===== src/rtl/regfile_preloader_pkg.sv =====
`default_nettype none
// ----------------------------------------------------------------------------
// regfile_preloader_pkg : shared state encoding and index width for the preloader
// Revision: 1.0
// ----------------------------------------------------------------------------
package regfile_preloader_pkg;

    localparam int REG_IDX_W        = 5;
    localparam int NUM_REGS_DEFAULT = 32;
    localparam int HOLD_CNT_W       = 4;

    typedef enum logic [1:0] {
        ST_IDLE = 2'd0,
        ST_LOAD = 2'd1,
        ST_HOLD = 2'd2,
        ST_RUN  = 2'd3
    } state_e;

endpackage : regfile_preloader_pkg
`default_nettype wire


===== src/rtl/regfile_preloader_write_mux.sv =====
`default_nettype none
// ----------------------------------------------------------------------------
// regfile_preloader_write_mux : selects preload write pulse or processor write port
// Revision: 1.0
// ----------------------------------------------------------------------------
module regfile_preloader_write_mux
    import regfile_preloader_pkg::*;
#(
    parameter int DATA_W = 32
) (
    input  logic                 in_run_i,
    input  logic                 ld_we_i,
    input  logic [REG_IDX_W-1:0] ld_wreg_i,
    input  logic [DATA_W-1:0]    ld_wdata_i,
    input  logic                 cpu_rwe_i,
    input  logic [REG_IDX_W-1:0] cpu_rd_i,
    input  logic [DATA_W-1:0]    cpu_rData_i,
    output logic                 rf_we_o,
    output logic [REG_IDX_W-1:0] rf_wreg_o,
    output logic [DATA_W-1:0]    rf_wdata_o
);

    // The processor port is fully masked whenever the preloader owns the regfile.
    always_comb begin
        rf_we_o    = ld_we_i;
        rf_wreg_o  = ld_wreg_i;
        rf_wdata_o = ld_wdata_i;
        if (in_run_i) begin
            rf_we_o    = cpu_rwe_i;
            rf_wreg_o  = cpu_rd_i;
            rf_wdata_o = cpu_rData_i;
        end
    end

endmodule : regfile_preloader_write_mux
`default_nettype wire


===== src/rtl/regfile_preloader.sv =====
`default_nettype none
// ----------------------------------------------------------------------------
// regfile_preloader : holds the CPU in reset, streams r1..r(NUM_REGS-1), then releases it
// Revision: 1.0
// ----------------------------------------------------------------------------
module regfile_preloader
    import regfile_preloader_pkg::*;
#(
    parameter int NUM_REGS    = NUM_REGS_DEFAULT,
    parameter int DATA_W      = 32,
    parameter int HOLD_CYCLES = 2
) (
    input  logic                 clock,
    input  logic                 reset,
    input  logic                 start,
    input  logic                 skip,
    input  logic                 in_valid,
    output logic                 in_ready,
    input  logic [DATA_W-1:0]    in_data,
    input  logic                 cpu_rwe,
    input  logic [REG_IDX_W-1:0] cpu_rd,
    input  logic [DATA_W-1:0]    cpu_rData,
    output logic                 rf_we,
    output logic [REG_IDX_W-1:0] rf_wreg,
    output logic [DATA_W-1:0]    rf_wdata,
    output logic                 cpu_reset,
    output logic                 busy,
    output logic                 done
);

    localparam logic [REG_IDX_W-1:0]  LAST_IDX  = REG_IDX_W'(NUM_REGS - 1);
    localparam logic [REG_IDX_W-1:0]  FIRST_IDX = REG_IDX_W'(1);
    localparam logic [HOLD_CNT_W-1:0] HOLD_LAST = HOLD_CNT_W'(HOLD_CYCLES - 1);

    state_e                 state_q;
    logic [REG_IDX_W-1:0]   idx_q;
    logic [HOLD_CNT_W-1:0]  hold_cnt_q;
    logic                   in_ready_q;
    logic                   cpu_reset_q;
    logic                   busy_q;
    logic                   done_q;
    logic                   ld_we_q;
    logic [REG_IDX_W-1:0]   ld_wreg_q;
    logic [DATA_W-1:0]      ld_wdata_q;
    logic                   load_accept;

    assign load_accept = (state_q == ST_LOAD) && in_valid && in_ready_q;

    always_ff @(posedge clock or negedge reset) begin
        if (!reset) begin
            state_q     <= ST_IDLE;
            idx_q       <= FIRST_IDX;
            hold_cnt_q  <= '0;
            in_ready_q  <= 1'b0;
            cpu_reset_q <= 1'b1;
            busy_q      <= 1'b0;
            done_q      <= 1'b0;
            ld_we_q     <= 1'b0;
            ld_wreg_q   <= '0;
            ld_wdata_q  <= '0;
        end else begin
            done_q  <= 1'b0;
            ld_we_q <= 1'b0;
            case (state_q)
                ST_IDLE: begin
                    cpu_reset_q <= 1'b1;
                    if (start) begin
                        state_q    <= ST_LOAD;
                        idx_q      <= FIRST_IDX;
                        in_ready_q <= 1'b1;
                        busy_q     <= 1'b1;
                    end else if (skip) begin
                        state_q    <= ST_HOLD;
                        hold_cnt_q <= '0;
                        busy_q     <= 1'b1;
                    end
                end
                ST_LOAD: begin
                    if (load_accept) begin
                        ld_we_q    <= 1'b1;
                        ld_wreg_q  <= idx_q;
                        ld_wdata_q <= in_data;
                        // The last index is held rather than wrapped so idx never reaches NUM_REGS.
                        if (idx_q == LAST_IDX) begin
                            state_q    <= ST_HOLD;
                            hold_cnt_q <= '0;
                            in_ready_q <= 1'b0;
                        end else begin
                            idx_q <= idx_q + FIRST_IDX;
                        end
                    end
                end
                ST_HOLD: begin
                    if (hold_cnt_q == HOLD_LAST) begin
                        state_q     <= ST_RUN;
                        cpu_reset_q <= 1'b0;
                        busy_q      <= 1'b0;
                        done_q      <= 1'b1;
                    end else begin
                        hold_cnt_q <= hold_cnt_q + HOLD_CNT_W'(1);
                    end
                end
                ST_RUN: begin
                    if (start) begin
                        state_q     <= ST_LOAD;
                        idx_q       <= FIRST_IDX;
                        in_ready_q  <= 1'b1;
                        cpu_reset_q <= 1'b1;
                        busy_q      <= 1'b1;
                    end
                end
                default: begin
                    state_q     <= ST_IDLE;
                    cpu_reset_q <= 1'b1;
                    in_ready_q  <= 1'b0;
                    busy_q      <= 1'b0;
                end
            endcase
        end
    end

    regfile_preloader_write_mux #(
        .DATA_W (DATA_W)
    ) u_write_mux (
        .in_run_i    (state_q == ST_RUN),
        .ld_we_i     (ld_we_q),
        .ld_wreg_i   (ld_wreg_q),
        .ld_wdata_i  (ld_wdata_q),
        .cpu_rwe_i   (cpu_rwe),
        .cpu_rd_i    (cpu_rd),
        .cpu_rData_i (cpu_rData),
        .rf_we_o     (rf_we),
        .rf_wreg_o   (rf_wreg),
        .rf_wdata_o  (rf_wdata)
    );

    assign in_ready  = in_ready_q;
    assign cpu_reset = cpu_reset_q;
    assign busy      = busy_q;
    assign done      = done_q;

endmodule : regfile_preloader
`default_nettype wire


===== config.mk =====
export PLATFORM = sky130hd
export DESIGN_NAME = regfile_preloader
export DESIGN_NICKNAME = d
export VERILOG_FILES = /design/src/rtl/regfile_preloader_pkg.sv /design/src/rtl/regfile_preloader_write_mux.sv /design/src/rtl/regfile_preloader.sv
export SDC_FILE = /design/constraint.sdc
export NUM_CORES = 1
export LEC_CHECK = 0
export BUFFER_PORTS_ARGS = -buffer_cell sky130_fd_sc_hd__buf_2
export CELL_PAD_IN_SITES_DETAIL_PLACEMENT = 1
export CELL_PAD_IN_SITES_GLOBAL_PLACEMENT = 2
export CORE_MARGIN = 2
export CORE_UTILIZATION = 30
export DETAILED_ROUTE_END_ITERATION = 12
export GPL_ROUTABILITY_DRIVEN = 0
export PLACE_DENSITY_LB_ADDON = 0.1
export SYNTH_ARGS = -nofsm -noshare
export SYNTH_HDL_FRONTEND = slang
export SYNTH_SLANG_ARGS = --single-unit

===== constraint.sdc =====
create_clock -name clock -period 2.2 [get_ports clock]
set_input_delay 0.44 -clock clock [delete_from_list [all_inputs] [get_ports clock]]
set_output_delay 0.44 -clock clock [all_outputs]
set_load 0.005 [all_outputs]

; After elaboration in Yosys (flattened, before gate mapping)
; Index checks and enable logic that the tools add are counted.
[word_totals]
ff_bits = 53
input_bits = 75
elab_cells = 74
[op_classes]
mux = 33
n_eq_ne = 15
n_reduce_logical = 14
addsub = 2
[op_table]
columns = cell, count
row1 = $mux W32, 1
row2 = $mux W4, 5
row3 = $mux W5, 4
row4 = $ne A2 B2 Y1 const B, 7
row5 = $mux W2, 6
row6 = $pmux W4 S3, 1
row7 = $reduce_and A4 Y1, 3
row8 = $mux W1, 11
row9 = $pmux W5 S2, 1
row10 = $pmux W2 S4, 1
row11 = $pmux W1 S3, 2
row12 = $reduce_and A6 Y1, 1
row13 = $reduce_bool A3 Y1, 2
row14 = $add A5 B1 Y5 const B, 1
row15 = $eq A5 B5 Y1 const B, 1
row16 = $reduce_and A5 Y1, 1
row17 = $add A4 B1 Y4 const B, 1
row18 = $eq A2 B2 Y1 const B, 2
row19 = $eq A4 B1 Y1 const B, 1
row20 = $ne A2 B1 Y1 const B, 2
row21 = $ne A3 B3 Y1 const B, 1
row22 = $reduce_and A3 Y1, 1
row23 = $eq A2 B1 Y1 const B, 1
row24 = $logic_and A1 B1 Y1, 2
row25 = 5 further kinds, 5

; Depth between registers and ports, before layout
[logic_depth]
depth_word = 5
depth_mapped = 7
ltp_nobuf = 7

; By module
; From an unflattened synthesis, not the netlist that was laid out.
[hier_totals]
cells_unflattened = 219
hier_area_um2 = 2872.8
[by_module_without_submodules]
columns = mod, cells_per_inst, seq_area_each_um2, area_each_um2, instances
row1 = regfile_preloader, 177, 1328.8, 2331.0, 1
row2 = regfile_preloader_write_mux, 42, 0.0, 541.8, 1

; Worst setup path after synthesis
; OpenSTA, ideal clock, no wires.
[synth_path]
path_type = register -> register
start = register idx_q[0]
end = register hold_cnt_q[2]
slack_ns = 0.307
n_path_buf = 0
path_stages_with_launch = 8
arrival_ns = 1.769
cell_sequence = dfstp_2 -> ha_1 -> and3_1 -> ha_1 -> nand3_2 -> a221oi_4 -> mux2i_1 -> o21ai_1
[synth_between]
elab_chain_len = 3
[synth_lines]
columns = element, line_no
row1 = "start, declared", regfile_preloader.sv:36  ; logic [REG_IDX_W-1:0] idx_q;
row2 = "start signal, assigned", regfile_preloader.sv:89  ; idx_q <= idx_q + FIRST_IDX;
row3 = $eq A5 B5 Y1, regfile_preloader.sv:84  ; if (idx_q == LAST_IDX) begin
row4 = $ne A2 B1 Y1 (no line), --
row5 = $reduce_and A6 Y1 (no line), --
row6 = "end signal, assigned", regfile_preloader.sv:100  ; hold_cnt_q <= hold_cnt_q + HOLD_CNT_W'(1);
row7 = "end, declared", regfile_preloader.sv:37  ; logic [HOLD_CNT_W-1:0] hold_cnt_q;
; No other way between the ends.
; A chain may end at the register's enable or synchronous reset.

; Final worst setup path
[layout_path]
start = register state_q[0]
end = output port rf_wdata[5]
[layout_between]
elab_chain_len = 2
[layout_lines]
columns = element, line_no
row1 = "start, declared", regfile_preloader.sv:35  ; state_e state_q;
row2 = "start signal, assigned", regfile_preloader.sv:51  ; state_q <= ST_IDLE;
row3 = "start signal, assigned", regfile_preloader.sv:68  ; state_q <= ST_LOAD;
row4 = "start signal, assigned", regfile_preloader.sv:73  ; state_q <= ST_HOLD;
row5 = $eq A2 B2 Y1, regfile_preloader.sv:125  ; .in_run_i (state_q == ST_RUN),
row6 = $mux W32, regfile_preloader_write_mux.sv:28  ; if (in_run_i) begin
row7 = "end, declared", regfile_preloader.sv:25  ; output logic [DATA_W-1:0] rf_wdata,
; No other way between the ends.

==> reports/qor.txt <==
run status -> finished, final reports clean
skew final -> 0.00548 ns
Layout Area Growth over Synthesis -> 30.1%
violation count after the first detailed-route iteration -> 28
critical path endpoint category -> output pin
TritonCTS clock tree -> yes
Worst EP arrival -> 1.63 ns
Post-Route Utilization -> 40.1%
end of the critical path -> rf_wdata[5]
Synth Warn # -> 0
top fanout value on the critical path -> 27
routed wire length -> 6.77 mm
final setup violation count -> 0
net count after synthesis -> 302
starting density of the core -> 30.8%
total count of hold-check failures in the final report -> 0
worst reg-to-reg path cell count -> 7
Core Footprint -> 9200 sq um
Die Width -> 101 microns
clock root buffer -> clkbuf_8
launching instance or port of the critical path -> state_q[0]$_DFFE_PN0P_
total clock buffers created by CTS -> 5
Final nets -> 423
worst-margin pin slew -> 0.369 ns
worst supply voltage drop on vdd -> 0.512 mV
area enclosed by the die boundary -> 10200 sq um
fraction of the mapped netlist area in adder cells -> 4.86%
critical path depth -> 4
worst reg2reg path endpoint -> hold_cnt_q[2]$_DFFE_PN0P_
compound-cell area share of the yosys netlist -> 5.39%
cell family contributing the most delay on the critical path -> flip-flops
Final Critical Period -> 2.07 ns
vias per cell -> 4.70
count of input and output buffers -> 116
worst setup path class -> flip-flop to output pin
basic-gate share of the synthesized area counting and, or, nand and nor cells -> 7.11%
number of buffers and inverters on the critical path -> 2
setup TNS -> 0 ns
highest-delay cell along the critical path -> dfrtp_2
max incr delay on CP -> 0.40 ns
setup repair after global routing missed its margin -> no
Longest Clk Path Bufs -> 2
antenna violations before repair -> 0
count of pins on the block boundary -> 117
data required time of the worst path -> 1.76 ns
share of the synthesized netlist area taken by xor and xnor gates -> 0%
Achievable Freq -> 483 MHz
post-synthesis instance area -> 2830 sq um
Post-Synthesis Mean Instance Area -> 13.1 sq um
proportion of layout cells with a drive suffix above 1 -> 64.5%
H-tree levels -> 2
total power -> 0.00489 W
Post-Synthesis Cells -> 216
height of the die -> 101 microns
Wirelength per Cell -> 15.1 microns
total congestion overflow after global routing -> 0
remaining number of nets flagged by the antenna check after routing -> 0
crit-path cells -> ha_2, buf_12, mux2_2, buf_2
tightest hold margin -> 0.0403 ns
Placement Cell Area -> 3580 sq um
Worst-Skew Late Latency -> 0.30 ns
number of buffers inserted by hold repair at cts -> 0
vias in the first global route -> 2178
reg-to-reg slack, setup -> 0.18 ns
max-slew violation count -> 0
power per unit of standard cell area -> 1330 nW/um^2
Crit Reg-Reg Startpoint -> idx_q[0]$_DFFE_PN1P_
final design area excluding fillers -> 3690 sq um
main combinational cell family by area after synthesis -> multiplexers
vias post-DR -> 2109
Post-route DRC -> 0
Yosys cell types -> 35
overall global routing resource usage -> 13.7%
class of the tightest hold or removal check -> input port to async pin
first-pass detailed-route iteration total -> 3
number of synthesized register bits -> 53
Layout fillers -> 1046
HPWL Detailed -> 5.30 mm
wire length of the first global-routing pass -> 11.0 mm
number of inserted diodes -> 0
Max-cap violations -> 0
mux cell area share after synthesis -> 32.8%
final critical-path share of the clock period -> 94.1%
clk slew on worst S/H paths -> 0.09 ns
startpoint type of the worst setup path -> flip-flop
static leakage -> 1.83 nW
register area share after synthesis -> 46.9%
normalized max-slew margin -> 75.4%
Clock Sink Count -> 53
Std-Cell Rows -> 35
maximum number of pins on one net before global-route repair -> 28
## metrics by stage
| stage | setup slack (ns) | std cells |
|---|---|---|
| finish | 0.129 | 449 |
| global route | 0.00150 | 449 |
| CTS | 0.0387 | 447 |
| detailed placement | 0.146 | 439 |
| global placement | 0.188 | 439 |
| floorplan | 0.307 | 216 |
## state kept, by name (all words and copies together) (netlist names)
| register | flops |
|---|---|
| ld_we_q | 1 |
| busy | 1 |
| hold_cnt_q | 4 |
| done | 1 |
| ld_wdata_q | 32 |
| in_ready | 1 |
| idx_q | 5 |
| cpu_reset | 1 |
| state_q | 2 |
| ld_wreg_q | 5 |
## final cells by class
class | instances | area [sq um] | share of cell area (%)
Inverter | 5 | 18.8 | 0.509
Clock buffer | 7 | 76.3 | 2.07
Timing Repair Buffer | 125 | 686 | 18.6
Tap cell | 111 | 139 | 3.77
Sequential cell | 53 | 1330 | 36.1
Clock inverter | 1 | 7.51 | 0.204
Multi-Input combinational cell | 147 | 1430 | 38.8
## layout by cell type (no fill, tap or decap), types with 2 or more instances in the layout
cell / n
nand2_1: 12
inv_1: 5
mux2i_1: 4
ha_1: 8
o31ai_1: 2
buf_2: 116
nor2_1: 3
clkbuf_8: 5
a22o_1: 2
dfrtp_1: 50
buf_12: 3
ha_2: 3
clkbuf_1: 2
mux2_2: 67
o21ai_0: 3
o21ai_1: 2
nor2b_1: 3
dfstp_2: 2
buf_4: 6
a21oi_1: 4
nor3b_1: 2
nand3_1: 6
mux2_4: 9
nand2b_1: 2
nand3_2: 2
## worst min-delay path by stage
stage | start | to | slack [ns] | cells after the start
6_report | reset | ld_wreg_q[4]$_DFFE_PN0P_ | 0.04 | 1
5_1_grt | reset | ld_wreg_q[1]$_DFFE_PN0P_ | 0.05 | 1
4_1_cts | reset | ld_wreg_q[4]$_DFFE_PN0P_ | 0.04 | 1
3_5_place_dp | reset | ld_wreg_q[1]$_DFFE_PN0P_ | 0.38 | 1
3_3_place_gp | reset | ld_wreg_q[2]$_DFFE_PN0P_ | 0.38 | 1
2_1_floorplan | reset | busy$_DFFE_PN0P_ | 0.14 | 0
## routing by layer
| metal | routed length (microns) | track usage, % | vias to the layer above | part of all wire (%) |
|---|---|---|---|---|
| li1 | - | - | 1012 | - |
| met1 | 3060 | 17.9 | 1022 | 45 |
| met2 | 3270 | 23.2 | 70 | 48 |
| met3 | 370 | 2.90 | 5 | 5.5 |
| met4 | 64 | 3.43 | 0 | 0.95 |
| met5 | 0 | 0 | - | 0 |
## cell families after synthesis
kind of cell               count (synthesis)
and+or+nand+nor                           36
AOI/OAI and AO/OA                         20
DFF                                       53
muxes                                     80
buffers and inverters                     16
adders and majority gates                 11
## power breakdown
| part | internal (W) | total, W | switching (W) |
|---|---|---|---|
| Clock | 0.000226 | 0.000534 | 0.000308 |
| Combinational | 0.00157 | 0.00266 | 0.00109 |
| Sequential | 0.00142 | 0.00170 | 0.000274 |
| Total | 0.00322 | 0.00489 | 0.00167 |
## cell usage after synthesis
| cell | number | area [sq um] |
|---|---|---|
| dfrtp_1 | 51 | 1280 |
| mux2_4 | 9 | 135 |
| a31oi_1 | 1 | 6.26 |
| nand3_1 | 6 | 30.0 |
| mux2_2 | 67 | 754 |
| clkbuf_1 | 2 | 7.51 |
| o22ai_1 | 1 | 6.26 |
| and2b_1 | 1 | 7.51 |
| o22ai_2 | 1 | 12.5 |
| nand3_2 | 2 | 20.0 |
| and4b_2 | 1 | 11.3 |
| o21a_1 | 1 | 7.51 |
| and3_1 | 1 | 6.26 |
| and4b_1 | 1 | 10.0 |
| buf_2 | 7 | 35.0 |
| a22o_1 | 2 | 17.5 |
| nand2b_1 | 2 | 12.5 |
| o21ai_1 | 2 | 10.0 |
| nand3b_1 | 1 | 7.51 |
| o21bai_1 | 1 | 7.51 |
| buf_6 | 2 | 22.5 |
| ha_1 | 11 | 138 |
| nor3b_1 | 2 | 15.0 |
| mux2i_1 | 4 | 40.0 |
| dfstp_2 | 2 | 52.6 |
| inv_1 | 5 | 18.8 |
| nor2_1 | 3 | 11.3 |
| a221oi_4 | 1 | 26.3 |
| o31ai_1 | 2 | 15.0 |
| a21oi_1 | 4 | 20.0 |
| nand2_1 | 12 | 45.0 |
| o2bb2ai_1 | 1 | 8.76 |
| nor4_1 | 1 | 6.26 |
| o21ai_0 | 3 | 15.0 |
| nor2b_1 | 3 | 18.8 |
## what timing repair did
action | in CTS | in global routing
endpoints found under the setup margin | 1 | 12
pin swaps | 0 | 1
gates resized for setup | 1 | 2
buffers inserted | 0 | 2
endpoints found under the hold margin | 0 | 0
Power figures use the tool's default switching activity.
